--- config.mk ---
export PLATFORM = sky130hd
export DESIGN_NAME = syn_wm8731_i2s_drvr
export DESIGN_NICKNAME = d
export VERILOG_FILES = /design/src/rtl/syn_wm8731_i2s_drvr.sv
export SDC_FILE = /design/constraint.sdc
export NUM_CORES = 1
export LEC_CHECK = 0
export ABC_AREA = 1
export ABC_CLOCK_PERIOD_IN_PS = 1950
export CORE_UTILIZATION = 57
export CTS_BUF_LIST = sky130_fd_sc_hd__clkbuf_4
export DETAILED_ROUTE_END_ITERATION = 7
export GPL_ROUTABILITY_DRIVEN = 0
export PLACE_DENSITY = 0.82
export SLEW_MARGIN = 20
export SYNTH_ARGS = -nofsm -noshare
export SYNTH_HDL_FRONTEND = slang
export SYNTH_SLANG_ARGS = --single-unit
--- constraint.sdc ---
create_clock -name clk_ir -period 1.95 [get_ports clk_ir]
set_input_delay 0.2925 -clock clk_ir [delete_from_list [all_inputs] [get_ports clk_ir]]
set_output_delay 0.2925 -clock clk_ir [all_outputs]
set_load 0.005 [all_outputs]
--- src/rtl/syn_wm8731_i2s_drvr.sv ---
// WM8731 I2S serial driver (codec in slave mode).
// Generates bclk and the shared ADC/DAC LR clock, serialises stereo DAC
// samples and deserialises stereo ADC samples in I2S format (one-bit delay).
// Ports:
//   clk_ir, rst_il             system clock, async active-low reset
//   drvr_en_i                  run enable (frames always complete before idling)
//   dac_[lr]data_i/valid_i     DAC sample pair in, single-entry holding buffer
//   dac_ready_o                holding buffer empty
//   dac_underflow_o            1-cycle pulse: frame started with empty buffer
//   adc_[lr]data_o/valid_o     captured ADC pair, valid pulses for one cycle
//   bclk_o, adc_lrc_o, dac_lrc_o, dac_dat_o, adc_dat_i   codec pins
module syn_wm8731_i2s_drvr #(
  parameter int unsigned DATA_W     = 16,
  parameter int unsigned SLOT_BCLKS = 32,
  parameter int unsigned BCLK_DIV   = 4
) (
  input  logic              clk_ir,
  input  logic              rst_il,
  input  logic              drvr_en_i,
  input  logic [DATA_W-1:0] dac_ldata_i,
  input  logic [DATA_W-1:0] dac_rdata_i,
  input  logic              dac_valid_i,
  output logic              dac_ready_o,
  output logic              dac_underflow_o,
  output logic [DATA_W-1:0] adc_ldata_o,
  output logic [DATA_W-1:0] adc_rdata_o,
  output logic              adc_valid_o,
  output logic              bclk_o,
  output logic              adc_lrc_o,
  output logic              dac_lrc_o,
  output logic              dac_dat_o,
  input  logic              adc_dat_i
);

  localparam int unsigned FRAME_BCLKS = 2 * SLOT_BCLKS;
  localparam int unsigned CNT_W       = $clog2(FRAME_BCLKS);
  localparam int unsigned DIV_W       = $clog2(BCLK_DIV);

  typedef enum logic [1:0] {ST_IDLE, ST_RUN, ST_DRAIN} state_e;

  state_e              state_q, state_d;
  logic [DIV_W-1:0]    div_q, div_d;
  logic [CNT_W-1:0]    cnt_q, cnt_d;
  logic                bclk_q, bclk_d;
  logic                lrc_q, lrc_d;
  logic                dat_q, dat_d;
  logic [DATA_W-1:0]   buf_l_q, buf_l_d, buf_r_q, buf_r_d;
  logic                ready_q, ready_d;
  logic                under_q, under_d;
  logic [DATA_W-1:0]   tx_l_q, tx_l_d, tx_r_q, tx_r_d;
  logic [DATA_W-1:0]   rx_l_q, rx_l_d, rx_r_q, rx_r_d;
  logic [DATA_W-1:0]   adc_l_q, adc_l_d, adc_r_q, adc_r_d;
  logic                adc_valid_q, adc_valid_d;
  logic                load_c;
  logic                hi_c;
  logic [CNT_W-1:0]    pos_c;

  // Position of a frame count within its channel slot.
  function automatic logic [CNT_W-1:0] slot_pos(input logic [CNT_W-1:0] c);
    return (c >= CNT_W'(SLOT_BCLKS)) ? c - CNT_W'(SLOT_BCLKS) : c;
  endfunction

  // Slot positions 1..DATA_W carry sample bits (position 0 is the I2S delay bit).
  function automatic logic in_data(input logic [CNT_W-1:0] p);
    return (p >= CNT_W'(1)) && (p <= CNT_W'(DATA_W));
  endfunction

  // Next-state: FSM, bclk divider, frame counter, shift paths, DAC buffer.
  always_comb begin
    state_d     = state_q;
    div_d       = div_q;
    cnt_d       = cnt_q;
    bclk_d      = bclk_q;
    lrc_d       = lrc_q;
    dat_d       = dat_q;
    buf_l_d     = buf_l_q;
    buf_r_d     = buf_r_q;
    ready_d     = ready_q;
    under_d     = 1'b0;
    tx_l_d      = tx_l_q;
    tx_r_d      = tx_r_q;
    rx_l_d      = rx_l_q;
    rx_r_d      = rx_r_q;
    adc_l_d     = adc_l_q;
    adc_r_d     = adc_r_q;
    adc_valid_d = 1'b0;
    load_c      = 1'b0;
    hi_c        = 1'b0;
    pos_c       = '0;

    if (dac_valid_i && ready_q) begin
      buf_l_d = dac_ldata_i;
      buf_r_d = dac_rdata_i;
      ready_d = 1'b0;
    end

    unique case (state_q)
      ST_IDLE: begin
        div_d  = '0;
        cnt_d  = '0;
        bclk_d = 1'b0;
        lrc_d  = 1'b0;
        dat_d  = 1'b0;
        if (drvr_en_i) begin
          state_d = ST_RUN;
          load_c  = 1'b1;
        end
      end
      default: begin
        state_d = drvr_en_i ? ST_RUN : ST_DRAIN;
        if (div_q == DIV_W'(BCLK_DIV - 1)) begin
          div_d  = '0;
          bclk_d = ~bclk_q;
          if (bclk_q) begin
            // Falling edge: advance frame, update LRC and DAC bit.
            if (cnt_q == CNT_W'(FRAME_BCLKS - 1)) begin
              cnt_d = '0;
              if (state_q == ST_DRAIN && !drvr_en_i) state_d = ST_IDLE;
              else                                   load_c  = 1'b1;
            end else begin
              cnt_d = cnt_q + CNT_W'(1);
            end
            hi_c  = cnt_d >= CNT_W'(SLOT_BCLKS);
            pos_c = slot_pos(cnt_d);
            lrc_d = hi_c;
            dat_d = 1'b0;
            if (in_data(pos_c)) begin
              if (hi_c) begin
                dat_d  = tx_r_q[DATA_W-1];
                tx_r_d = tx_r_q << 1;
              end else begin
                dat_d  = tx_l_q[DATA_W-1];
                tx_l_d = tx_l_q << 1;
              end
            end
          end else begin
            // Rising edge: sample ADC bit into the current channel.
            hi_c  = cnt_q >= CNT_W'(SLOT_BCLKS);
            pos_c = slot_pos(cnt_q);
            if (in_data(pos_c)) begin
              if (hi_c) begin
                rx_r_d = DATA_W'({rx_r_q, adc_dat_i});
                if (pos_c == CNT_W'(DATA_W)) begin
                  adc_l_d     = rx_l_q;
                  adc_r_d     = rx_r_d;
                  adc_valid_d = 1'b1;
                end
              end else begin
                rx_l_d = DATA_W'({rx_l_q, adc_dat_i});
              end
            end
          end
        end else begin
          div_d = div_q + DIV_W'(1);
        end
      end
    endcase

    // Frame start: move buffer into the shift registers, or send silence.
    // An accept in the same cycle is only possible when the buffer was empty.
    if (load_c) begin
      if (ready_q) begin
        tx_l_d  = '0;
        tx_r_d  = '0;
        under_d = 1'b1;
      end else begin
        tx_l_d  = buf_l_q;
        tx_r_d  = buf_r_q;
        ready_d = 1'b1;
      end
    end
  end

  // State registers.
  always_ff @(posedge clk_ir or negedge rst_il) begin
    if (!rst_il) begin
      state_q     <= ST_IDLE;
      div_q       <= '0;
      cnt_q       <= '0;
      bclk_q      <= 1'b0;
      lrc_q       <= 1'b0;
      dat_q       <= 1'b0;
      buf_l_q     <= '0;
      buf_r_q     <= '0;
      ready_q     <= 1'b1;
      under_q     <= 1'b0;
      tx_l_q      <= '0;
      tx_r_q      <= '0;
      rx_l_q      <= '0;
      rx_r_q      <= '0;
      adc_l_q     <= '0;
      adc_r_q     <= '0;
      adc_valid_q <= 1'b0;
    end else begin
      state_q     <= state_d;
      div_q       <= div_d;
      cnt_q       <= cnt_d;
      bclk_q      <= bclk_d;
      lrc_q       <= lrc_d;
      dat_q       <= dat_d;
      buf_l_q     <= buf_l_d;
      buf_r_q     <= buf_r_d;
      ready_q     <= ready_d;
      under_q     <= under_d;
      tx_l_q      <= tx_l_d;
      tx_r_q      <= tx_r_d;
      rx_l_q      <= rx_l_d;
      rx_r_q      <= rx_r_d;
      adc_l_q     <= adc_l_d;
      adc_r_q     <= adc_r_d;
      adc_valid_q <= adc_valid_d;
    end
  end

  assign bclk_o          = bclk_q;
  assign adc_lrc_o       = lrc_q;
  assign dac_lrc_o       = lrc_q;
  assign dac_dat_o       = dat_q;
  assign dac_ready_o     = ready_q;
  assign dac_underflow_o = under_q;
  assign adc_ldata_o     = adc_l_q;
  assign adc_rdata_o     = adc_r_q;
  assign adc_valid_o     = adc_valid_q;

endmodule

==> impl_metrics.toml <==
[status]
status = "finished clean"

[placement]
dpl.hpwl_um = 8217
post-place-cells = 888
io_buffers = 75

[synthesis]
syn_area_um2 = 6153
syn_avg_cell_area_um2 = 8.918
ys_types = 30
synth_seq_cells = 143
synthesis.nets = 732
syn_inst = 690
synth_warnings = 0
seq_area_frac_synth = 0.5817

[cts]
cts_max_path_buffers = 2
cts_sinks = 143
cts_htree_levels = 4
clk_pin_slew_ps = 130
cts_tree = "done"
cts-root-buf = "clkbuf_4"
clk_latency_ps = 540
cts_inserted_buffers = 17

[drt]
wire_per_inst_um = 13.14
wl_um = 12180
via_count = 4868
dr.first_iter.drc_count = 308
dr.pass1.iters = 5
viasPerCell = 5.251
final_antenna_net_count = 0
drc = 0

[final_layout]
layout-area-overhead-vs-synth_pct = 22.08
nFillCells = 775
drive_above_1_share = 0.1277
fin_util = 0.7212
instances_no_fill = 927
register_area_um2 = 3580
multi_input_area_um2 = 2137
antenna_cells = 0
nets = 820

[power_and_ir_drop]
p_int_w = 0.004712
p_per_area_nw_per_um2 = 903.8
p_total_w = 0.006789
p_leak_nw = 3.641
power_frac_clock = 0.279
irDropWorstVdd_v = 0.0004862
switching_share = 0.3059
p_seq_frac = 0.542
combPwrFrac = 0.179
power.switching_w = 0.002077

[timing]
fmax_mhz = 545.0
setup_viol = 0
finalHoldViolCount = 0
worstMarginPinSlew_ps = 562.4
finalCritPeriodShare = 0.9410
fin_worst_skew_ps = 27.03
period_minus_slack_ps = 1835
slew_headroom = 0.6251
drv_slew = 0

[critical_path]
cp_slowest_cell = "dfrtp_1"
crit_fanout = 10
critPathMaxStageDelay_ps = 530
arrival_ps = 2260
r2r_end = "tx_r_q[12]"
r2r_cells = 10
worstSetupPathType = "flop to flop"
crit_path_start_kind = "flop"
worst_setup_path_end_kind = "flop"
reg2reg_setup_slack_ps = 120
r2r-start = "cnt_q[2]"
crit_required_ps = 2380
timing.critical_path.mode_cell = "nand2_1"
crit_chain = "nand3_2 -> nor2_4 -> inv_1 -> nand3_2 -> nand2_1 -> nand2_1 -> nand3_4 -> buf_4 -> nand3_1 -> nand2_1"

[run]
cap_violations = 0

[floorplanning]
rows = 37
core_area_um2 = 10420
die_area_um2 = 11210
ios = 76
die_h_um = 105.9
dieWidth_um = 105.9
start_util = 0.5908

[grt]
antenna_found_initial = 0
grt_usage = 0.2325
grt_pass1_vias = 4685
grt_max_degree = 64
grt_pass1_wl_um = 20660
grt_overflow_total = 0

[min_path]
worstHoldPathType = "primary input to asynchronous set/reset pin"
-- layout make-up --
class | instances | share of cell area
clock buffers | 17 | 0.01699
clock inverters | 15 | 0.02099
well taps | 136 | 0.02265
multi-input cells | 436 | 0.2845
inverters | 78 | 0.03897
flip-flops and latches | 143 | 0.4765
repair buffers | 102 | 0.1394
-- per-layer routing --
metal	track usage	vias up	part of all wire
met5	0	-	0
met2	0.3852	175	0.50
met1	0.2976	2314	0.43
met4	0.09722	0	0.016
met3	0.05089	23	0.053
li1	-	2356	-
-- power by group through the flow --
stage / Sequential (W) / Combinational, W / Clock (W)
3_3_place_gp: 0.00370 / 0.00112 / 0
5_1_grt: 0.00373 / 0.00140 / 0.00208
6_report: 0.00368 / 0.00121 / 0.00190
4_1_cts: 0.00367 / 0.00120 / 0.00194
2_1_floorplan: 0.00366 / 0.000817 / 0
3_5_place_dp: 0.00372 / 0.00119 / 0
-- cell families after synthesis --
family	synth area share
compound gates	0.1055
fa+ha+maj	0.01017
buf+inv	0.07666
mux	0.009149
flops	0.5817
simple gates	0.2168
-- registers in the layout, indices dropped and copies added (netlist names), 2 cells and up --
| register | count |
|---|---|
| state_q | 2 |
| adc_ldata_o | 16 |
| rx_l_q | 16 |
| cnt_q | 6 |
| adc_rdata_o | 16 |
| buf_r_q | 16 |
| div_q | 2 |
| buf_l_q | 16 |
| tx_r_q | 16 |
| tx_l_q | 16 |
| rx_r_q | 15 |
-- critical path: cells and delay by family (launching register included) --
family,cells,cell delay [ps]
DFF,1,530
buffers and inverters,2,300
and+or+nand+nor,8,880
-- what timing repair did --
| action | 4_1_cts | 5_1_grt |
|---|---|---|
| gates cloned | 0 | 1 |
| endpoints found under the setup margin | 1 | 29 |
| endpoints found under the hold margin | 54 | 0 |
| buffers inserted | 1 | 4 |
| gates resized for setup | 0 | 6 |
| pin swaps | 0 | 3 |
| hold buffers | 1 | 0 |
-- synth_stat cells --
library cell	count	area, µm²
nor3_1	2	10.01
nand2_1	191	716.9
ha_1	5	62.56
nand2_2	13	81.33
a311oi_1	1	8.760
buf_4	5	37.54
nand3b_1	1	7.510
inv_1	77	289.0
dfstp_2	1	26.28
o31ai_1	1	7.510
mux2_2	5	56.30
nand3_4	2	35.03
inv_2	1	3.750
o21ai_1	6	30.03
nor2_1	36	135.1
clkbuf_1	20	75.07
nand4_1	2	12.51
nor2_2	1	6.260
o22ai_1	2	12.51
buf_6	4	45.04
nand3_2	5	50.05
nand3_1	36	180.2
nand2_4	3	33.78
o21ai_0	90	450.4
buf_2	2	10.01
a21oi_1	28	140.1
dfrtp_1	142	3553
buf_1	3	11.26
nor2_4	4	45.04
nor2_8	1	20.02
-- cells in the final DEF (no fill, tap or decap), drive strengths merged --
cell / synthesis / routed
bufinv: 0 / 2
clkinvlp: 0 / 3
dfrtp: 142 / 142
nand2: 207 / 208
clkdlybuf4s50: 0 / 73
nor3: 2 / 2
clkinv: 0 / 5
inv: 78 / 83
mux2: 5 / 5
a21oi: 28 / 28
nand3b: 1 / 1
o31ai: 1 / 1
o21ai: 96 / 96
clkbuf: 20 / 17
ha: 5 / 5
dlymetal6s2s: 0 / 1
nor2: 42 / 42
dlygate4sd3: 0 / 1
a311oi: 1 / 1
nand3: 43 / 43
dfstp: 1 / 1
buf: 14 / 27
o22ai: 2 / 2
nand4: 2 / 2
-- per-stage QoR --
stage	hold slack (ps)	setup TNS, ps	setup slack [ps]	area, µm²
4_1_cts	257.2	0	23.35	7437
6_report	289.8	0	115.0	7512
5_1_grt	281.8	-26.75	-20.43	7512
3_3_place_gp	296.5	0	97.87	7134
2_1_floorplan	-3.091	0	217.5	6153
3_5_place_dp	304.4	0	33.42	7134
-- worst max-delay path by stage --
stage | from | end | slack (ps) | depth (start not counted)
floorplan | cnt_q[0] | tx_r_q[15] | 220 | 13
global placement | drvr_en_i | tx_l_q[4] | 100 | 10
detailed placement | drvr_en_i | tx_r_q[1] | 30 | 10
CTS | dac_ready_o | dac_ready_o | 20 | 1
global route | cnt_q[2] | tx_l_q[1] | -20 | 10
finish | cnt_q[2] | tx_r_q[12] | 120 | 10
Note: power is estimated with default switching activity, not from simulation.
